$ cat config.mk
export PLATFORM = sky130hd
export DESIGN_NAME = pmem_fetch_0_flat
export DESIGN_NICKNAME = d
export VERILOG_FILES = /design/src/rtl/pmem_fetch_0_if.sv /design/src/rtl/pmem_fetch_0.sv /design/src/flat_wrapper.sv
export SDC_FILE = /design/constraint.sdc
export NUM_CORES = 1
export LEC_CHECK = 0
export CAP_MARGIN = 20
export CORE_MARGIN = 2
export CORE_UTILIZATION = 50
export DETAILED_ROUTE_END_ITERATION = 7
export GPL_ROUTABILITY_DRIVEN = 0
export PLACE_DENSITY_LB_ADDON = 0.3
export REMOVE_ABC_BUFFERS = 1
export SETUP_SLACK_MARGIN = 0.4
export SYNTH_ARGS = -nofsm -noshare
export SYNTH_HDL_FRONTEND = slang
export SYNTH_SLANG_ARGS = --single-unit
$ cat constraint.sdc
create_clock -name clk -period 2.5 [get_ports clk]
set_clock_uncertainty 0.15 [all_clocks]
set_input_delay 0.375 -clock clk [delete_from_list [all_inputs] [get_ports clk]]
set_output_delay 0.375 -clock clk [all_outputs]
set_load 0.005 [all_outputs]
$ cat src/rtl/pmem_fetch_0_if.sv
// Fetch-side bundle: program memory read port plus the decode valid/ready
// handshake and redirect request. The master modport belongs to the fetch unit.
interface pmem_fetch_0_if #(
  parameter int PC_W    = 10,
  parameter int INSTR_W = 32
);
  logic [PC_W-1:0]    pc_read_c0;
  logic [INSTR_W-1:0] instr_reg_c1;
  logic               redirect_valid;
  logic [PC_W-1:0]    redirect_pc;
  logic               instr_valid;
  logic [INSTR_W-1:0] instr;
  logic [PC_W-1:0]    instr_pc;
  logic               instr_ready;

  modport master (
    output pc_read_c0,
    input  instr_reg_c1,
    input  redirect_valid,
    input  redirect_pc,
    output instr_valid,
    output instr,
    output instr_pc,
    input  instr_ready
  );

  modport slave (
    input  pc_read_c0,
    output instr_reg_c1,
    output redirect_valid,
    output redirect_pc,
    input  instr_valid,
    input  instr,
    input  instr_pc,
    output instr_ready
  );
endinterface

$ cat src/rtl/pmem_fetch_0.sv
// Instruction fetch requester for a 1-cycle-latency program memory with a 2-entry
// PC-tagged buffer. Define PMEM_FETCH_STATS_EN to add pop/flush statistics counters.
module pmem_fetch_0 #(
  parameter int              PC_W     = 10,
  parameter int              INSTR_W  = 32,
  parameter logic [PC_W-1:0] RESET_PC = '0
) (
  input  logic                  clk,
  input  logic                  rst_n,
  pmem_fetch_0_if.master        bus
`ifdef PMEM_FETCH_STATS_EN
  ,
  output logic [31:0]           stat_fetch_cnt,
  output logic [31:0]           stat_flush_cnt
`endif
);

  logic [PC_W-1:0]    pc_q, pc_d;
  logic               inflight_q, inflight_d;
  logic [PC_W-1:0]    inflight_pc_q, inflight_pc_d;
  logic [INSTR_W-1:0] fifo_instr_q [2];
  logic [PC_W-1:0]    fifo_pc_q [2];
  logic [1:0]         count_q, count_d;
  logic               rd_q, rd_d;
  logic               wr_q, wr_d;

  logic               redirect;
  logic               pop;
  logic               push;
  logic               issue;
  logic [1:0]         occupancy;

  assign bus.pc_read_c0  = pc_q;
  assign bus.instr_valid = (count_q != 2'd0);
  assign bus.instr       = fifo_instr_q[rd_q];
  assign bus.instr_pc    = fifo_pc_q[rd_q];

  always_comb begin
    redirect      = bus.redirect_valid;
    pop           = bus.instr_valid & bus.instr_ready;
    push          = inflight_q & ~redirect;
    // Slots already claimed after this cycle's pop; never exceeds 2 because a
    // pending response only exists when at most one entry is buffered.
    occupancy     = count_q + {1'b0, inflight_q} - {1'b0, pop};
    issue         = ~redirect & (occupancy < 2'd2);

    pc_d          = pc_q;
    inflight_d    = issue;
    inflight_pc_d = inflight_pc_q;
    count_d       = count_q + {1'b0, push} - {1'b0, pop};
    rd_d          = rd_q ^ pop;
    wr_d          = wr_q ^ push;

    if (issue) begin
      pc_d          = pc_q + PC_W'(4);
      inflight_pc_d = pc_q;
    end

    if (redirect) begin
      pc_d       = bus.redirect_pc & ~PC_W'(3);
      inflight_d = 1'b0;
      count_d    = '0;
      rd_d       = 1'b0;
      wr_d       = 1'b0;
    end
  end

  always_ff @(posedge clk or negedge rst_n) begin
    if (!rst_n) begin
      pc_q          <= RESET_PC;
      inflight_q    <= 1'b0;
      inflight_pc_q <= '0;
      count_q       <= '0;
      rd_q          <= 1'b0;
      wr_q          <= 1'b0;
      for (int unsigned i = 0; i < 2; i++) begin
        fifo_instr_q[i] <= '0;
        fifo_pc_q[i]    <= '0;
      end
    end else begin
      pc_q          <= pc_d;
      inflight_q    <= inflight_d;
      inflight_pc_q <= inflight_pc_d;
      count_q       <= count_d;
      rd_q          <= rd_d;
      wr_q          <= wr_d;
      if (push) begin
        fifo_instr_q[wr_q] <= bus.instr_reg_c1;
        fifo_pc_q[wr_q]    <= inflight_pc_q;
      end
    end
  end

`ifdef PMEM_FETCH_STATS_EN
  logic [31:0] fetch_cnt_q, flush_cnt_q;

  always_ff @(posedge clk or negedge rst_n) begin
    if (!rst_n) begin
      fetch_cnt_q <= '0;
      flush_cnt_q <= '0;
    end else begin
      if (pop)      fetch_cnt_q <= fetch_cnt_q + 32'd1;
      if (redirect) flush_cnt_q <= flush_cnt_q + 32'd1;
    end
  end

  assign stat_fetch_cnt = fetch_cnt_q;
  assign stat_flush_cnt = flush_cnt_q;
`endif

  a_no_push_when_full: assert property (
    @(posedge clk) disable iff (!rst_n) push |-> (count_q != 2'd2)
  );

endmodule

$ cat src/flat_wrapper.sv
// flat-port wrapper written by rule: the top's interface ports become plain ports
module pmem_fetch_0_flat 
#(
  parameter int              PC_W     = 10,
  parameter int              INSTR_W  = 32,
  parameter logic [PC_W-1:0] RESET_PC = '0
)
  (clk, rst_n, bus_pc_read_c0, bus_instr_reg_c1, bus_redirect_valid, bus_redirect_pc, bus_instr_valid, bus_instr, bus_instr_pc, bus_instr_ready);
  pmem_fetch_0_if #(.PC_W(PC_W), .INSTR_W(INSTR_W)) bus_i ();
  input  logic clk;
  input  logic rst_n;
  output wire logic [$bits(bus_i.pc_read_c0)-1:0] bus_pc_read_c0;
  input wire logic [$bits(bus_i.instr_reg_c1)-1:0] bus_instr_reg_c1;
  input wire logic [$bits(bus_i.redirect_valid)-1:0] bus_redirect_valid;
  input wire logic [$bits(bus_i.redirect_pc)-1:0] bus_redirect_pc;
  output wire logic [$bits(bus_i.instr_valid)-1:0] bus_instr_valid;
  output wire logic [$bits(bus_i.instr)-1:0] bus_instr;
  output wire logic [$bits(bus_i.instr_pc)-1:0] bus_instr_pc;
  input wire logic [$bits(bus_i.instr_ready)-1:0] bus_instr_ready;
  assign bus_pc_read_c0 = bus_i.pc_read_c0;
  assign bus_i.instr_reg_c1 = bus_instr_reg_c1;
  assign bus_i.redirect_valid = bus_redirect_valid;
  assign bus_i.redirect_pc = bus_redirect_pc;
  assign bus_instr_valid = bus_i.instr_valid;
  assign bus_instr = bus_i.instr;
  assign bus_instr_pc = bus_i.instr_pc;
  assign bus_i.instr_ready = bus_instr_ready;
  pmem_fetch_0 #(.PC_W(PC_W), .INSTR_W(INSTR_W), .RESET_PC(RESET_PC)) u_core (.clk(clk), .rst_n(rst_n), .bus(bus_i));
endmodule
# Word-level counts from Yosys, hierarchy flattened
# Index checks and enable logic that the tools add are counted.
[word_totals] ram_bits=0 mem_count=0 reg_bits=109 wordCells=48 latch_bits=0 romBits=0 inputBits=46
[classes] n_shift=0 n_addsub=5 eq_ne=0 n_mux=18 order_cmp=4 n_reduce_logical=3 n_div=0 n_mul=0 bitwise_logic=8
[ops] op="two-way mux 32 bit" count=4
[ops] op="bitwise mux 64 bit" count=1
[ops] op="two-way mux 10 bit" count=6
[ops] op="demux 32 bit (select 1 bit)" count=1
[ops] op="bitwise mux 20 bit" count=1
[ops] op="adder 10 x 3 -> 10 bit (second input constant)" count=1
[ops] op="demux 10 bit (select 1 bit)" count=1
[ops] op="adder 2 x 1 -> 2 bit" count=2
[ops] op=">= comparator 2 bit (second input constant)" count=2
[ops] op="NOT 1 -> 2 bit" count=2
[ops] op="nonzero test 2 bit" count=2
[ops] op="subtractor 2 x 1 -> 2 bit" count=2
[ops] op="AND 1 bit" count=3
[ops] op="two-way mux 1 bit" count=3
[ops] op="less-than comparator 2 x 1 -> 1 bit (second input constant)" count=1
[ops] op="less-than comparator 2 bit (second input constant)" count=1
[ops] op="two-way mux 2 bit" count=1
[ops] op="XOR 1 bit" count=2
[ops] op="logical AND 1 bit" count=1
[ops] op="NOT 1 bit" count=1

# Longest topological paths before layout
[logic_depth] ltp_word=7 ltp_mapped=6

# Worst setup path after synthesis
# No wires, ideal clock.
[synth_timing] kind="in2reg" startpoint="input port bus_redirect_valid" endpoint="register u_core.fifo_instr_q[10] (netlist bit)" path_stages=5 arrival_time_ps=1666 n_path_buf=2 path_slack_ps=559 setup_ps=125 cell_sequence="clkbuf_1 > nor2b_1 > ha_1 > buf_1 > mux2_2"
[synth_between] elab_chain_cells=2
[synth_lines] element="start, declared" line="flat_wrapper.sv:14" rtl="input wire logic [$bits(bus_i.redirect_valid)-1:0] bus_redirect_valid;"
[synth_lines] element="NOT 1 bit" line="pmem_fetch_0.sv:41" rtl="push = inflight_q & ~redirect;"
[synth_lines] element="AND 1 bit" line="pmem_fetch_0.sv:41"
[synth_lines] element="end signal, assigned by index" line="pmem_fetch_0.sv:88" rtl="fifo_instr_q[wr_q] <= bus.instr_reg_c1;"
[synth_lines] element="end, declared" line="pmem_fetch_0.sv:21" rtl="logic [INSTR_W-1:0] fifo_instr_q [2];"
# Every way passes these cells.
# A chain may end at the register's enable or synchronous reset.

# Worst setup path after layout
[layout_timing] startpoint="register u_core.rd_q" endpoint="output port bus_instr[20]"
[layout_between] elab_chain_cells=4
[layout_lines] element="start, declared" line="pmem_fetch_0.sv:24" rtl="logic rd_q, rd_d;"
[layout_lines] element="start signal, assigned" line="pmem_fetch_0.sv:85" rtl="rd_q <= rd_d;"
[layout_lines] element="NOT 1 -> 2 bit (not written as such)" line="pmem_fetch_0.sv:35" rtl="assign bus.instr = fifo_instr_q[rd_q];"
[layout_lines] element="two-way mux 32 bit (not written as such) (3 in series)" line="pmem_fetch_0.sv:35"
[layout_lines] element="end, declared" line="flat_wrapper.sv:17" rtl="output wire logic [$bits(bus_i.instr)-1:0] bus_instr;"
# Every way passes these cells. The select of a mux whose other input is x is not followed.

==> flow_summary.yaml <==
status:
  status: "complete, no violations"
worst_setup_path:
  timing.rr.start: "u_core.inflight_q$_DFF_PN0_"
  crit_path_start: "u_core.rd_q$_DFF_PN0_"
  cp-endpoint: "bus_instr[20]"
  path_class: "reg2out"
  worstPathRequired_ns: 1.98
  regToRegSetupSlack_ns: 0.57
  crit_path_end_kind: "primary output"
  rr_endpoint: "u_core.fifo_instr_q[57]$_DFFE_PN0P_"
  cp_max_fo: 5
  crit_path_start_kind: "register"
  worst-r2r-cell-count: 4
  arrival_ns: 1.61
power_and_ir_drop:
  vdd.ir_drop.worst_v: 0.000463
  p_total_mw: 4.63
  power_density_nw_per_um2: 772
  p_leak_nw: 2.59
placement:
  dp_hpwl_um: 6070
  io_buffers: 92
yosys:
  synthTopCellsByArea: "dfrtp_1, mux2_2, ha_1, nand3_1, buf_4"
  synth_top_area_share_pct: 56.7
  avgSynthCellArea_um2: 14.3
  async_flop_share_pct: 100
  ys_seq_area_share_pct: 56.7
  synth_edf_count: 0
  netlist_instances: 312
  ys_top_cells_by_count: "mux2_2, dfrtp_1, clkbuf_1, nand3_1"
  synth_cell_type_count: 30
  yosysTopAreaCell: "dfrtp_1"
  synth_warnings: 0
  yosysMostFrequentCell: "mux2_2"
  synth-seq-cells: 101
  synth-main-ff-cell: "dfrtp_1"
  synthesis.area_um2: 4460
drt:
  routed_via_density: 5.34
  drc: 0
  vias: 2872
  wl_um: 9430
  drt_first_pass_iters: 4
  wl_per_cell_um: 17.5
  ant_nets: 0
  drtIter0Drc: 83
clock_network:
  cts_tree: "yes"
  cts_inserted_buffers: 9
  path_clk_slew_ns: 0.09
  numClockSinks: 101
  clkLatencyLatePin_ns: 0.35
  cts-root-buf: "clkbuf_8"
  htree_levels: 3
  cts_buffer_depth: 2
sta:
  hold_viol: 0
  period_share_pct: 85.2
  setup_violations: 0
  fin_crit_ns: 2.13
  tns_ns: 0
  slew_viol_final: 0
  rsz0062_at_grt: "yes"
  fmax_ghz: 0.469
grt:
  globalRouteTotalUtil_pct: 19.7
  grt_pass1_vias: 3028
  grt_pass1_wl_um: 15000
  overflow: 0
  antenna_found_initial: 0
  grt_max_degree: 37
cells_and_area:
  drive_gt1_share_pct: 50.2
  diodes: 0
  postLayoutCoreUtil_pct: 69.0
  area_growth_pct: 34.4
  fin_nets: 475
floorplanning:
  dieWidth_um: 98.4
  die_h_um: 98.4
  row_count: 34
  coreArea_um2: 8680
  die_area_um2: 9680
  start_util_pct: 51.3
  io_pins: 99
run:
  cap_violations: 0
worst_hold_path:
  worstHoldPathType: "reg2reg"
==> sequential cells by signal (all words and copies together), names as in the netlist <==
name                   count
u_core.inflight_pc_q       8
u_core.bus.pc_read_c0      8
u_core.inflight_q          1
u_core.fifo_instr_q       64
u_core.fifo_pc_q          16
u_core.wr_q                1
u_core.count_q             2
u_core.rd_q                1
==> per-stage QoR <==
stage,cell area [um^2],setup WS (ns),hold WS [ns],std cells
after floorplan,4370,0.215,-0.0706,295
after global placement,5600,0.236,0.198,507
after detailed placement,5600,0.176,0.202,507
after CTS,5920,0.339,0.356,533
after global routing,5990,0.323,0.374,538
final,5990,0.370,0.359,538
==> report_power, final <==
group          switching, mW  leakage [nW]  internal, mW  total (mW)
logic                  0.404          1.27         0.803        1.21
clock network          0.533         0.112         0.589        1.12
registers              0.234          1.21          2.06        2.30
total                   1.17          2.59          3.46        4.63
==> layout make-up <==
type,instances,area [um^2]
inverter,4,15.0
clock buffer,10,138
sequential,101,2530
clock inverter,6,86.3
tap,108,135
timing repair buffer,119,1240
multi-input combinational,190,1850
fill,623,2690
==> kinds of logic after synthesis <==
| logic type | after synthesis | share of synthesized area, % |
|---|---|---|
| compound gates | 15 | 2.19 |
| xor+xnor | 3 | 0.590 |
| fa+ha+maj | 4 | 1.12 |
| buf+inv | 24 | 2.44 |
| flops | 101 | 56.7 |
| mux | 129 | 32.6 |
| other cells | 1 | 0.0842 |
| simple gates | 35 | 4.27 |
==> how the worst min path moves through the flow <==
stage                     slack (ns)  cells after the start                                    to                                 from
after floorplan                -0.07                      0  u_core.bus.pc_read_c0[2]$_DFFE_PN0P_                                rst_n
after global placement          0.20                      1   u_core.fifo_instr_q[48]$_DFFE_PN0P_                                rst_n
after detailed placement        0.20                      1   u_core.fifo_instr_q[16]$_DFFE_PN0P_                                rst_n
after CTS                       0.36                      2   u_core.fifo_instr_q[16]$_DFFE_PN0P_                                rst_n
after global routing            0.37                      1   u_core.fifo_instr_q[26]$_DFFE_PN0P_  u_core.fifo_instr_q[26]$_DFFE_PN0P_
final                           0.36                      1   u_core.fifo_instr_q[25]$_DFFE_PN0P_  u_core.fifo_instr_q[25]$_DFFE_PN0P_
==> repair_timing <==
item	in CTS	in global routing
resized for setup	130	35
gates cloned	4	2
endpoints found under the hold margin	31	0
setup buffers	5	3
hold buffers	1	0
setup endpoints to repair	40	41
==> layout by cell type, fill, tap and decap left out, types with 2 or more instances in the layout <==
master / instances
nand4_1: 2
a31oi_1: 2
bufinv_16: 2
conb_1: 4
mux2_4: 3
buf_16: 4
ha_1: 2
clkbuf_2: 17
nand3_1: 8
o211ai_1: 4
ha_2: 2
o21ai_0: 5
or3_1: 2
or4_1: 4
clkbuf_16: 2
clkinv_2: 2
mux2_2: 125
nor2_1: 5
nand2_1: 7
buf_12: 9
buf_2: 12
clkdlybuf4s50_1: 50
nor2b_1: 2
clkbuf_8: 10
buf_4: 7
buf_6: 15
inv_1: 4
xor2_1: 2
dfrtp_1: 100
==> critical path: stages (launching register included) <==
cell	delay [ns]
dfrtp_2	0.45
buf_6	0.13
buf_6	0.13
buf_16	0.14
mux2_4	0.30
buf_6	0.11
==> metal layers <==
layer  global-route usage [%]  up-vias  wire length, um
met5                        0        -                0
met4                     6.74        0              104
met3                     4.08       13              444
met2                     33.2       79             4760
met1                     25.6     1443             4130
li1                         -     1337                -
Power figures use the tool's default switching activity.
